===== config.mk =====
export PLATFORM = sky130hd
export DESIGN_NAME = filter_frame_sequencer_flat
export DESIGN_NICKNAME = d
export VERILOG_FILES = /design/src/rtl/filter_pkg.sv /design/src/rtl/filter_frame_sequencer_if.sv /design/src/rtl/filter_frame_sequencer_pixel_counter.sv /design/src/rtl/filter_frame_sequencer.sv /design/src/flat_wrapper.sv
export SDC_FILE = /design/constraint.sdc
export NUM_CORES = 1
export LEC_CHECK = 0
export ABC_AREA = 1
export CORE_ASPECT_RATIO = 1.5
export CORE_UTILIZATION = 30
export DETAILED_ROUTE_END_ITERATION = 10
export HOLD_SLACK_MARGIN = 0.05
export PLACE_DENSITY = 0.6
export SLEW_MARGIN = 20
export SYNTH_ARGS = -nofsm -noshare
export SYNTH_HDL_FRONTEND = slang
export SYNTH_HIERARCHICAL = 1
export SYNTH_SLANG_ARGS = --single-unit

===== constraint.sdc =====
create_clock -name clk -period 2.15 [get_ports clk]
set_input_delay 0.215 -clock clk [delete_from_list [all_inputs] [get_ports clk]]
set_output_delay 0.215 -clock clk [all_outputs]
set_load 0.01 [all_outputs]

===== src/rtl/filter_pkg.sv =====
// filter_pkg
// Shared definitions for the filter frame sequencer and the filter datapath.
//   seq_state_t : frame sequencer states
//   *_SLOT      : channel positions in a packed {r,g,b} pixel word; a pixel
//                 word is 3*WIDTH bits with red in the most significant slot.
package filter_pkg;

  typedef enum logic [2:0] {
    S_IDLE,
    S_FEED,
    S_WAIT,
    S_DRAIN,
    S_DONE
  } seq_state_t;

  localparam int CHANNELS = 3;
  localparam int R_SLOT   = 2;
  localparam int G_SLOT   = 1;
  localparam int B_SLOT   = 0;

  // Width of a packed {r,g,b} pixel for a given channel width.
  function automatic int pix_w(input int width);
    return CHANNELS * width;
  endfunction

endpackage


===== src/rtl/filter_frame_sequencer_if.sv =====
// filter_frame_sequencer_if
// Bundles every signal of the frame sequencer except clk/reset.
//   host   : start, abort -> ; busy, frame_done, err_timeout <-
//   source : src_rd_en, src_rd_addr -> ; src_rd_data <- (1-cycle latency)
//   filter : r/g/b_data_in, data_in_done -> ; r/g/b_data_out, data_out_done <-
//   dest   : dst_wr_en, dst_wr_addr, dst_wr_data ->
// master = sequencer side, slave = host / memories / filter side.
interface filter_frame_sequencer_if #(
  parameter int WIDTH     = 8,
  parameter int ADDR_BITS = 10
);
  localparam int PIX_W = 3 * WIDTH;

  logic                 start;
  logic                 abort;
  logic                 busy;
  logic                 frame_done;
  logic                 err_timeout;

  logic                 src_rd_en;
  logic [ADDR_BITS-1:0] src_rd_addr;
  logic [PIX_W-1:0]     src_rd_data;

  logic [WIDTH-1:0]     r_data_in;
  logic [WIDTH-1:0]     g_data_in;
  logic [WIDTH-1:0]     b_data_in;
  logic                 data_in_done;

  logic [WIDTH-1:0]     r_data_out;
  logic [WIDTH-1:0]     g_data_out;
  logic [WIDTH-1:0]     b_data_out;
  logic                 data_out_done;

  logic                 dst_wr_en;
  logic [ADDR_BITS-1:0] dst_wr_addr;
  logic [PIX_W-1:0]     dst_wr_data;

  modport master (
    input  start, abort, src_rd_data,
           r_data_out, g_data_out, b_data_out, data_out_done,
    output busy, frame_done, err_timeout, src_rd_en, src_rd_addr,
           r_data_in, g_data_in, b_data_in, data_in_done,
           dst_wr_en, dst_wr_addr, dst_wr_data
  );

  modport slave (
    output start, abort, src_rd_data,
           r_data_out, g_data_out, b_data_out, data_out_done,
    input  busy, frame_done, err_timeout, src_rd_en, src_rd_addr,
           r_data_in, g_data_in, b_data_in, data_in_done,
           dst_wr_en, dst_wr_addr, dst_wr_data
  );

endinterface


===== src/rtl/filter_frame_sequencer_pixel_counter.sv =====
// pixel_counter
// Unsigned up-counter with synchronous clear, enable and terminal-count flag.
//   clk, reset : clock, synchronous active-low reset
//   i_clr      : clear to zero (priority over i_en)
//   i_en       : increment by one
//   o_cnt      : current count
//   o_tc       : high while o_cnt == TERM
module pixel_counter #(
  parameter int CNT_W = 11,
  parameter int TERM  = 30
) (
  input  logic             clk,
  input  logic             reset,
  input  logic             i_clr,
  input  logic             i_en,
  output logic [CNT_W-1:0] o_cnt,
  output logic             o_tc
);

  logic [CNT_W-1:0] r_cnt;

  always_ff @(posedge clk) begin
    if (!reset) begin
      r_cnt <= '0;
    end else if (i_clr) begin
      r_cnt <= '0;
    end else if (i_en) begin
      r_cnt <= r_cnt + 1'b1;
    end
  end

  assign o_cnt = r_cnt;
  assign o_tc  = (r_cnt == CNT_W'(TERM));

endmodule


===== src/rtl/filter_frame_sequencer.sv =====
// filter_frame_sequencer
// Streams one ROWS x COLS RGB frame from a source memory through the filter
// and writes the filtered pixels to a destination memory.
//   clk, reset : clock, synchronous active-low reset
//   bus        : filter_frame_sequencer_if master (host control/status,
//                source read port, filter in/out streams, destination write)
module filter_frame_sequencer #(
  parameter int WIDTH         = 8,
  parameter int ROWS          = 5,
  parameter int COLS          = 6,
  parameter int ADDR_BITS     = 10,
  parameter int DRAIN_TIMEOUT = 64
) (
  input  logic                      clk,
  input  logic                      reset,
  filter_frame_sequencer_if.master  bus
);
  import filter_pkg::*;

  localparam int NPIX  = ROWS * COLS;
  localparam int CW    = ADDR_BITS + 1;
  localparam int PIX_W = pix_w(WIDTH);

  seq_state_t       r_state;
  seq_state_t       w_state_next;
  logic             r_busy;
  logic             r_err;
  logic             r_rd_pend;
  logic             r_in_done;
  logic [PIX_W-1:0] r_pix;
  logic [CW-1:0]    r_timer;

  logic             w_start_acc;
  logic             w_set_err;
  logic             w_kill;
  logic             w_rd_en;
  logic             w_capture;
  logic             w_wr_en;
  logic             w_timeout;
  logic             w_out_last;
  logic [CW-1:0]    w_rd_cnt;
  logic [CW-1:0]    w_in_cnt;
  logic [CW-1:0]    w_out_cnt;
  logic             w_rd_last;
  logic             w_in_tc;
  logic             w_out_tc;
  logic             w_unused;

  assign w_kill    = bus.abort && (r_state != S_IDLE);
  assign w_rd_en   = (r_state == S_FEED);
  assign w_capture = (r_state == S_FEED) || (r_state == S_WAIT) || (r_state == S_DRAIN);
  assign w_wr_en   = bus.data_out_done && w_capture && !w_out_tc;

  // Look ahead on the write that brings out_cnt to NPIX so frame_done
  // follows the final write by exactly one cycle.
  assign w_out_last = w_out_tc || (w_wr_en && (w_out_cnt == CW'(NPIX - 1)));

  // The timer ticks once per DRAIN cycle; this is the cycle whose tick
  // brings it to DRAIN_TIMEOUT.
  assign w_timeout = (r_timer == CW'(DRAIN_TIMEOUT - 1));

  pixel_counter #(.CNT_W(CW), .TERM(NPIX - 1)) u_rd_cnt (
    .clk   (clk),
    .reset (reset),
    .i_clr (w_start_acc),
    .i_en  (w_rd_en),
    .o_cnt (w_rd_cnt),
    .o_tc  (w_rd_last)
  );

  pixel_counter #(.CNT_W(CW), .TERM(NPIX)) u_in_cnt (
    .clk   (clk),
    .reset (reset),
    .i_clr (w_start_acc),
    .i_en  (r_in_done),
    .o_cnt (w_in_cnt),
    .o_tc  (w_in_tc)
  );

  pixel_counter #(.CNT_W(CW), .TERM(NPIX)) u_out_cnt (
    .clk   (clk),
    .reset (reset),
    .i_clr (w_start_acc),
    .i_en  (w_wr_en),
    .o_cnt (w_out_cnt),
    .o_tc  (w_out_tc)
  );

  always_comb begin
    w_state_next = r_state;
    w_start_acc  = 1'b0;
    w_set_err    = 1'b0;
    case (r_state)
      S_IDLE: begin
        if (bus.start) begin
          w_state_next = S_FEED;
          w_start_acc  = 1'b1;
        end
      end
      S_FEED:  if (w_rd_last) w_state_next = S_WAIT;
      S_WAIT:  if (w_in_tc)   w_state_next = S_DRAIN;
      S_DRAIN: begin
        if (w_out_last) begin
          w_state_next = S_DONE;
        end else if (w_timeout) begin
          w_state_next = S_DONE;
          w_set_err    = 1'b1;
        end
      end
      S_DONE:  w_state_next = S_IDLE;
      default: w_state_next = S_IDLE;
    endcase
    // Abort overrides everything and leaves err_timeout untouched.
    if (w_kill) begin
      w_state_next = S_IDLE;
      w_set_err    = 1'b0;
    end
  end

  always_ff @(posedge clk) begin
    if (!reset) begin
      r_state <= S_IDLE;
    end else begin
      r_state <= w_state_next;
    end
  end

  always_ff @(posedge clk) begin
    if (!reset) begin
      r_busy    <= 1'b0;
      r_err     <= 1'b0;
      r_rd_pend <= 1'b0;
      r_in_done <= 1'b0;
      r_pix     <= '0;
      r_timer   <= '0;
    end else begin
      r_busy <= (w_state_next == S_FEED) || (w_state_next == S_WAIT) ||
                (w_state_next == S_DRAIN);
      if (w_start_acc) begin
        r_err <= 1'b0;
      end else if (w_set_err) begin
        r_err <= 1'b1;
      end
      // Reads still in flight when the frame is aborted never reach the filter.
      r_rd_pend <= w_rd_en && !w_kill;
      r_in_done <= r_rd_pend && !w_kill;
      if (r_rd_pend) begin
        r_pix <= bus.src_rd_data;
      end
      if (w_start_acc) begin
        r_timer <= '0;
      end else if (r_state == S_DRAIN) begin
        r_timer <= r_timer + 1'b1;
      end
    end
  end

  assign bus.busy         = r_busy;
  assign bus.frame_done   = (r_state == S_DONE) && !bus.abort;
  assign bus.err_timeout  = r_err;
  assign bus.src_rd_en    = w_rd_en;
  assign bus.src_rd_addr  = w_rd_cnt[ADDR_BITS-1:0];
  assign bus.r_data_in    = r_pix[R_SLOT*WIDTH +: WIDTH];
  assign bus.g_data_in    = r_pix[G_SLOT*WIDTH +: WIDTH];
  assign bus.b_data_in    = r_pix[B_SLOT*WIDTH +: WIDTH];
  assign bus.data_in_done = r_in_done;
  assign bus.dst_wr_en    = w_wr_en;
  assign bus.dst_wr_addr  = w_out_cnt[ADDR_BITS-1:0];
  assign bus.dst_wr_data  = w_wr_en ? {bus.r_data_out, bus.g_data_out, bus.b_data_out} : '0;

  // Counter MSBs exist only so a frame never wraps; in_cnt is used via its flag.
  assign w_unused = ^{w_rd_cnt[CW-1], w_out_cnt[CW-1], w_in_cnt};

endmodule


===== src/flat_wrapper.sv =====
// flat-port wrapper written by rule: the top's interface ports become plain ports
module filter_frame_sequencer_flat import filter_pkg::*;
#(
  parameter int WIDTH         = 8,
  parameter int ROWS          = 5,
  parameter int COLS          = 6,
  parameter int ADDR_BITS     = 10,
  parameter int DRAIN_TIMEOUT = 64
)
  (clk, reset, bus_start, bus_abort, bus_src_rd_data, bus_r_data_out, bus_g_data_out, bus_b_data_out, bus_data_out_done, bus_busy, bus_frame_done, bus_err_timeout, bus_src_rd_en, bus_src_rd_addr, bus_r_data_in, bus_g_data_in, bus_b_data_in, bus_data_in_done, bus_dst_wr_en, bus_dst_wr_addr, bus_dst_wr_data);
  filter_frame_sequencer_if #(.WIDTH(WIDTH), .ADDR_BITS(ADDR_BITS)) bus_i ();
  input  logic clk;
  input  logic reset;
  input wire logic [$bits(bus_i.start)-1:0] bus_start;
  input wire logic [$bits(bus_i.abort)-1:0] bus_abort;
  input wire logic [$bits(bus_i.src_rd_data)-1:0] bus_src_rd_data;
  input wire logic [$bits(bus_i.r_data_out)-1:0] bus_r_data_out;
  input wire logic [$bits(bus_i.g_data_out)-1:0] bus_g_data_out;
  input wire logic [$bits(bus_i.b_data_out)-1:0] bus_b_data_out;
  input wire logic [$bits(bus_i.data_out_done)-1:0] bus_data_out_done;
  output wire logic [$bits(bus_i.busy)-1:0] bus_busy;
  output wire logic [$bits(bus_i.frame_done)-1:0] bus_frame_done;
  output wire logic [$bits(bus_i.err_timeout)-1:0] bus_err_timeout;
  output wire logic [$bits(bus_i.src_rd_en)-1:0] bus_src_rd_en;
  output wire logic [$bits(bus_i.src_rd_addr)-1:0] bus_src_rd_addr;
  output wire logic [$bits(bus_i.r_data_in)-1:0] bus_r_data_in;
  output wire logic [$bits(bus_i.g_data_in)-1:0] bus_g_data_in;
  output wire logic [$bits(bus_i.b_data_in)-1:0] bus_b_data_in;
  output wire logic [$bits(bus_i.data_in_done)-1:0] bus_data_in_done;
  output wire logic [$bits(bus_i.dst_wr_en)-1:0] bus_dst_wr_en;
  output wire logic [$bits(bus_i.dst_wr_addr)-1:0] bus_dst_wr_addr;
  output wire logic [$bits(bus_i.dst_wr_data)-1:0] bus_dst_wr_data;
  assign bus_i.start = bus_start;
  assign bus_i.abort = bus_abort;
  assign bus_i.src_rd_data = bus_src_rd_data;
  assign bus_i.r_data_out = bus_r_data_out;
  assign bus_i.g_data_out = bus_g_data_out;
  assign bus_i.b_data_out = bus_b_data_out;
  assign bus_i.data_out_done = bus_data_out_done;
  assign bus_busy = bus_i.busy;
  assign bus_frame_done = bus_i.frame_done;
  assign bus_err_timeout = bus_i.err_timeout;
  assign bus_src_rd_en = bus_i.src_rd_en;
  assign bus_src_rd_addr = bus_i.src_rd_addr;
  assign bus_r_data_in = bus_i.r_data_in;
  assign bus_g_data_in = bus_i.g_data_in;
  assign bus_b_data_in = bus_i.b_data_in;
  assign bus_data_in_done = bus_i.data_in_done;
  assign bus_dst_wr_en = bus_i.dst_wr_en;
  assign bus_dst_wr_addr = bus_i.dst_wr_addr;
  assign bus_dst_wr_data = bus_i.dst_wr_data;
  filter_frame_sequencer #(.WIDTH(WIDTH), .ROWS(ROWS), .COLS(COLS), .ADDR_BITS(ADDR_BITS), .DRAIN_TIMEOUT(DRAIN_TIMEOUT)) u_core (.clk(clk), .reset(reset), .bus(bus_i));
endmodule

== Yosys cells after proc, flatten, opt, wreduce, memory -nomap -nowiden ==
Cells that the tools add are included.
Word-level totals
  flip-flop bits (word level): 75
  input bits: 53
  output and inout bits: 74
  word-level logic and storage cells: 59
Cells by class
  $add $sub $neg: 4
  equality and inequality tests: 12
  mux-type cells: 14
  bitwise logic cells: 1
  reductions and logical operators: 18
Operator list (count)
  11-bit by 1-bit adder with 11-bit output, second input constant: 4
  11-bit by 5-bit equality test with 1-bit output, second input constant: 4
  24-bit 2-to-1 mux: 1
  3-bit 2-to-1 mux: 6
  3-bit by 2-bit equality test with 1-bit output, second input constant: 4
  3-bit one-hot mux with 4 select lines: 1
  11-bit by 6-bit equality test with 1-bit output, second input constant: 1
  1-bit logical AND: 7
  3-bit by 1-bit equality test with 1-bit output, second input constant: 2
  1-bit 2-to-1 mux: 6
  1-bit logical OR: 5
  3-bit equality test, second input constant: 1
  1-bit zero test: 3
  3-bit zero test: 1
  3-bit nonzero test: 1
  2-bit OR reduction: 1
  1-bit inverter: 1

== Depth between registers and ports, before layout ==
  depth in word-level cells: 13
  depth in mapped cells: 13
  mapped depth without buffers: 12

== Cells and area by module ==
Netlist, hierarchy kept.
Modules (own cells, without submodules)
  filter_frame_sequencer: times used 1, cells an instance 287, area each 1934.4 um^2
  pixel_counter at u_core.u_in_cnt ...: times used 2, cells an instance 88, area each 600.6 um^2
  pixel_counter at u_core.u_rd_cnt: times used 1, cells an instance 88, area each 598.1 um^2

== Least setup slack after synthesis ==
OpenSTA, ideal clock, no wires.
  path kind: flip-flop to output port
  start: reg u_core.u_out_cnt.r_cnt[0], in the netlist u_core/u_out_cnt/o_cnt[0]
  end: out bus_dst_wr_data[10]
  arrival time: 1.643 ns
  data required time: 1.935 ns
  slack: 0.292 ns
  stages on the path, launching flop included: 11
  path through: dfxtp_1 > inv_1 > ha_1 > nand3_1 > nor2_1 > inv_1 > nand3_1 > nor2_2 > inv_1 > buf_2 > nor2_1
Between the ends
  longest elaborated chain between the ends: 4
RTL lines
  from (decl): RTL line filter_frame_sequencer_pixel_counter.sv:20  | logic [CNT_W-1:0] r_cnt;
  from (signal assigned): RTL line filter_frame_sequencer_pixel_counter.sv:28  | r_cnt <= r_cnt + 1'b1;
  11-bit by 5-bit equality test with 1-bit output: RTL line filter_frame_sequencer_pixel_counter.sv:33  | assign o_tc = (r_cnt == CNT_W'(TERM));
  net u_core.w_out_tc: RTL line filter_frame_sequencer.sv:46  | logic w_out_tc;
  1-bit zero test: RTL line filter_frame_sequencer.sv:52  | assign w_wr_en = bus.data_out_done && w_capture && !w_out_tc;
  1-bit logical AND: RTL line filter_frame_sequencer.sv:52
  net bus_dst_wr_en: RTL line flat_wrapper.sv:30  | output wire logic [$bits(bus_i.dst_wr_en)-1:0] bus_dst_wr_en;
  24-bit 2-to-1 mux: RTL line filter_frame_sequencer.sv:169  | assign bus.dst_wr_data = w_wr_en ? {bus.r_data_out, bus.g_data_out, bus.b_data_out} : '0;
  to (decl): RTL line flat_wrapper.sv:32  | output wire logic [$bits(bus_i.dst_wr_data)-1:0] bus_dst_wr_data;
The timed path passes the listed nets, and every way through them passes these cells.

== Final worst setup path ==
  start: reg u_core.u_out_cnt.r_cnt[0], in the netlist u_core/u_out_cnt/o_cnt[0]
  end: out bus_dst_wr_data[11]
Between the ends
  longest elaborated chain between the ends: 4
RTL lines (RTL line)
  11-bit by 5-bit equality test with 1-bit output: filter_frame_sequencer_pixel_counter.sv:33
  net u_core.w_out_tc: filter_frame_sequencer.sv:46
  1-bit zero test: filter_frame_sequencer.sv:52
  1-bit logical AND: filter_frame_sequencer.sv:52
  24-bit 2-to-1 mux: filter_frame_sequencer.sv:169
The timed path passes the listed nets, and every way through them passes these cells.

==> results.sh <==
export IMPL_track_usage_pct=15.4
export IMPL_syn_num_nets=611
export IMPL_io_buffers=126
export IMPL_busiest_layer="met2"
export IMPL_die_width_microns=93.1
export IMPL_hp_class="in -> reg"
export IMPL_power_switching_mw=0.777
export IMPL_reg2reg_depth=13
export IMPL_core_area_sq_um=12100
export IMPL_clk_latency_ns=0.33
export IMPL_wl_microns=9680
export IMPL_cp_cell_sequence="inv_2 > ha_1 > nand3_1 > nor2_1 > inv_1 > nand3_1 > nor2_2 > inv_2 > buf_12 > nor2_1 > buf_2"
export IMPL_antenna_left=0
export IMPL_path_class="reg -> out"
export IMPL_post_route_period_util_pct=91.5
export IMPL_syn_inst=551
export IMPL_crit_path_end_kind="output pin"
export IMPL_fin_tns_setup_ns=0
export IMPL_critPathRequiredTime_ns=1.93
export IMPL_synth_seq_cells=75
export IMPL_h_tree_depth=3
export IMPL_synth_area_sq_um=3730
export IMPL_skew_ns=0.00420
export IMPL_dpl_hpwl_microns=7270
export IMPL_clk_pin_slew_ns=0.06
export IMPL_antennaDiodeCount=0
export IMPL_grt_antenna_before_repair=0
export IMPL_power_mw=3.30
export IMPL_dieArea_sq_um=12900
export IMPL_worstMarginPinSlew_ns=0.774
export IMPL_first_pass_iters=4
export IMPL_maxCapViolations=0
export IMPL_place_gp_congestion=0.811
export IMPL_cts_buffers=9
export IMPL_setup_violations=0
export IMPL_ir_drop_uv=416
export IMPL_drt_iter0_drc=187
export IMPL_swShare_pct=23.6
export IMPL_cp_slowest_cell="dfxtp_2"
export IMPL_power_share_combinational_pct=12.5
export IMPL_yosysSeqAreaShare_pct=40.2
export IMPL_grt_max_degree=26
export IMPL_synth_async_reset_ratio_pct=0
export IMPL_arrival_ns=1.75
export IMPL_p_per_area_nw_per_um2=610
export IMPL_area_delta_synth_final_pct=44.8
export IMPL_synthFlopType="dfxtp_1"
export IMPL_hold_path_depth=3
export IMPL_grt_util_met2_pct=27.0
export IMPL_clockRootBuffer="clkbuf_16"
export IMPL_overflow=0
export IMPL_num_io_pins=127
export IMPL_clkPwrFrac_pct=42.9
export IMPL_placementRows=49
export IMPL_synth_edf_count=0
export IMPL_relSlewSlack_pct=48.3
export IMPL_grt_pass1_wl_microns=16100
export IMPL_die_h_microns=139
export IMPL_viasPerCell=4.52
export IMPL_drc_errors=0
export IMPL_slowest_delay_ns=0.33
export IMPL_wl_per_cell_microns=11.4
export IMPL_drive_above_1_share_pct=13.8
export IMPL_grt_pass1_vias=3690
export IMPL_hold_violations=0
export IMPL_ys_warn_count=6
export IMPL_slew_viol_final=0
export IMPL_cts_hold_buf=0
export IMPL_start_util_pct=30.9
export IMPL_p_int_mw=2.52
export IMPL_finalWorstPathRequiredPeriod_ns=1.97
export IMPL_synth_cell_types=29
export IMPL_finalNetCount=751
export IMPL_avgSynthCellArea_sq_um=6.78
export IMPL_cp_max_fo=24
export IMPL_cts_sinks=75
export IMPL_pwr_share_seq_pct=44.6
export IMPL_cts_tree="done"
export IMPL_dr_total_vias=3834
export IMPL_max_freq_mhz=508
export IMPL_power_leakage_nw=2.25
export IMPL_start_kind="register"
export IMPL_cts_buffer_depth=2
export IMPL_grt_use_met1_pct=16.2
export IMPL_run_status="finished, final reports clean"
export IMPL_rsz0062_at_grt="false"
export IMPL_grt_util_met3_pct=5.32
[synthesized netlist by cell type (2+ instances only)]
library cell | n | area share, %
nand3_2 | 5 | 1.3
inv_1 | 75 | 7.5
nor3b_1 | 2 | 0.40
nand4_1 | 3 | 0.50
buf_2 | 2 | 0.27
nor2_2 | 6 | 1.0
o21ai_0 | 36 | 4.8
nand3_1 | 44 | 5.9
ha_1 | 7 | 2.3
nor2_4 | 12 | 3.6
nand2_2 | 5 | 0.84
a21oi_1 | 34 | 4.6
dfxtp_1 | 75 | 40
inv_2 | 8 | 0.80
nor3_1 | 9 | 1.2
nor2_1 | 138 | 14
buf_4 | 3 | 0.60
or2_0 | 2 | 0.34
nand2_1 | 70 | 7.0
clkbuf_1 | 6 | 0.60
[registers in the layout (all words and copies together) (netlist names)]
name	count
u_core/r_pix	24
u_core/r_timer	11
u_core/u_in_cnt/o_cnt	11
u_core/u_out_cnt/o_cnt	11
u_core/u_rd_cnt/o_cnt	11
u_core/r_state	3
u_core/bus.busy	1
u_core/bus.data_in_done	1
u_core/bus.err_timeout	1
u_core/r_rd_pend	1
[layout make-up]
type	instances	area, sq um
clock inverter	2	10.0
tap	153	191
clock buffer	13	270
sequential	75	1500
timing repair buffer	141	1270
inverter	84	317
multi-input combinational	380	1850
fill	1255	6670
[power groups by stage]
stage	sequential, mW	combinational [mW]	clock, mW
after detailed placement	1.50	0.432	0
after CTS	1.47	0.427	1.47
final	1.47	0.413	1.42
after floorplan	1.51	0.165	0
after global routing	1.48	0.456	1.53
after global placement	1.50	0.428	0
[cells in the final DEF, fill, tap and decap left out, types with 12 or more instances in the layout]
master	instances
a21oi_1	34
buf_2	24
buf_4	14
clkdlybuf4s50_1	101
dfxtp_1	74
inv_1	73
nand2_1	70
nand3_1	44
nor2_1	138
nor2_4	12
o21ai_0	36
[layer usage]
layer | wire length (microns) | vias up
met2 | 4800 | 123
met3 | 853 | 15
met1 | 3850 | 1701
li1 | - | 1995
met5 | 0 | -
met4 | 175 | 0
[critical path, delay by kind of cell, from the launching register on]
family                   cells  cell delay, ns
buffers and inverters        5            0.45
adder cells (fa/ha/maj)      1            0.19
AND/OR/NAND/NOR              5            0.44
flip-flops                   1            0.33
[worst paths after layout]
check,start,end,slack (ns)
worst min-delay path,bus_src_rd_data[17],u_core/r_pix[17]$_SDFFE_PN0P_,0.47
worst max register to register,u_core/u_out_cnt/o_cnt[0]$_SDFFE_PP0P_,u_core/bus.busy$_SDFF_PN0_,0.42
worst max-delay path,u_core/u_out_cnt/o_cnt[0]$_SDFFE_PP0P_,bus_dst_wr_data[11],0.18
worst min register to register,u_core/bus.err_timeout$_SDFFE_PP0P_,u_core/bus.err_timeout$_SDFFE_PP0P_,0.47
[metrics by stage]
stage | hold WS, ns | cell area (sq um) | instances | util, % | setup WS [ns]
2_1_floorplan | 0.350 | 3730 | 551 | - | 0.292
3_3_place_gp | 0.452 | 5240 | 832 | 43.4 | 0.100
3_5_place_dp | 0.458 | 5240 | 832 | 43.4 | 0.0144
4_1_cts | 0.449 | 5510 | 849 | 45.6 | 0.000661
5_1_grt | 0.475 | 5410 | 848 | 44.8 | 0.00728
6_report | 0.466 | 5410 | 848 | 44.8 | 0.182
[timing repair]
item                                    4_1_cts  5_1_grt
pin swaps                                     1        1
hold endpoints to repair                      0        0
resized for setup                            85       17
buffers inserted                              2        0
endpoints found under the setup margin       25       25
[kinds of logic (layout without fill, tap and decap cells)]
family,after synthesis,count (layout),share of synthesized area [%]
and+or+nand+nor,300,300,37.1
adders and majority gates,7,7,2.35
DFF,75,75,40.2
xor gates and xnor gates,2,2,0.469
AOI/OAI and AO/OA,71,71,9.58
buffers and inverters,96,240,10.3
No activity file was read; power rests on OpenSTA's default activity.
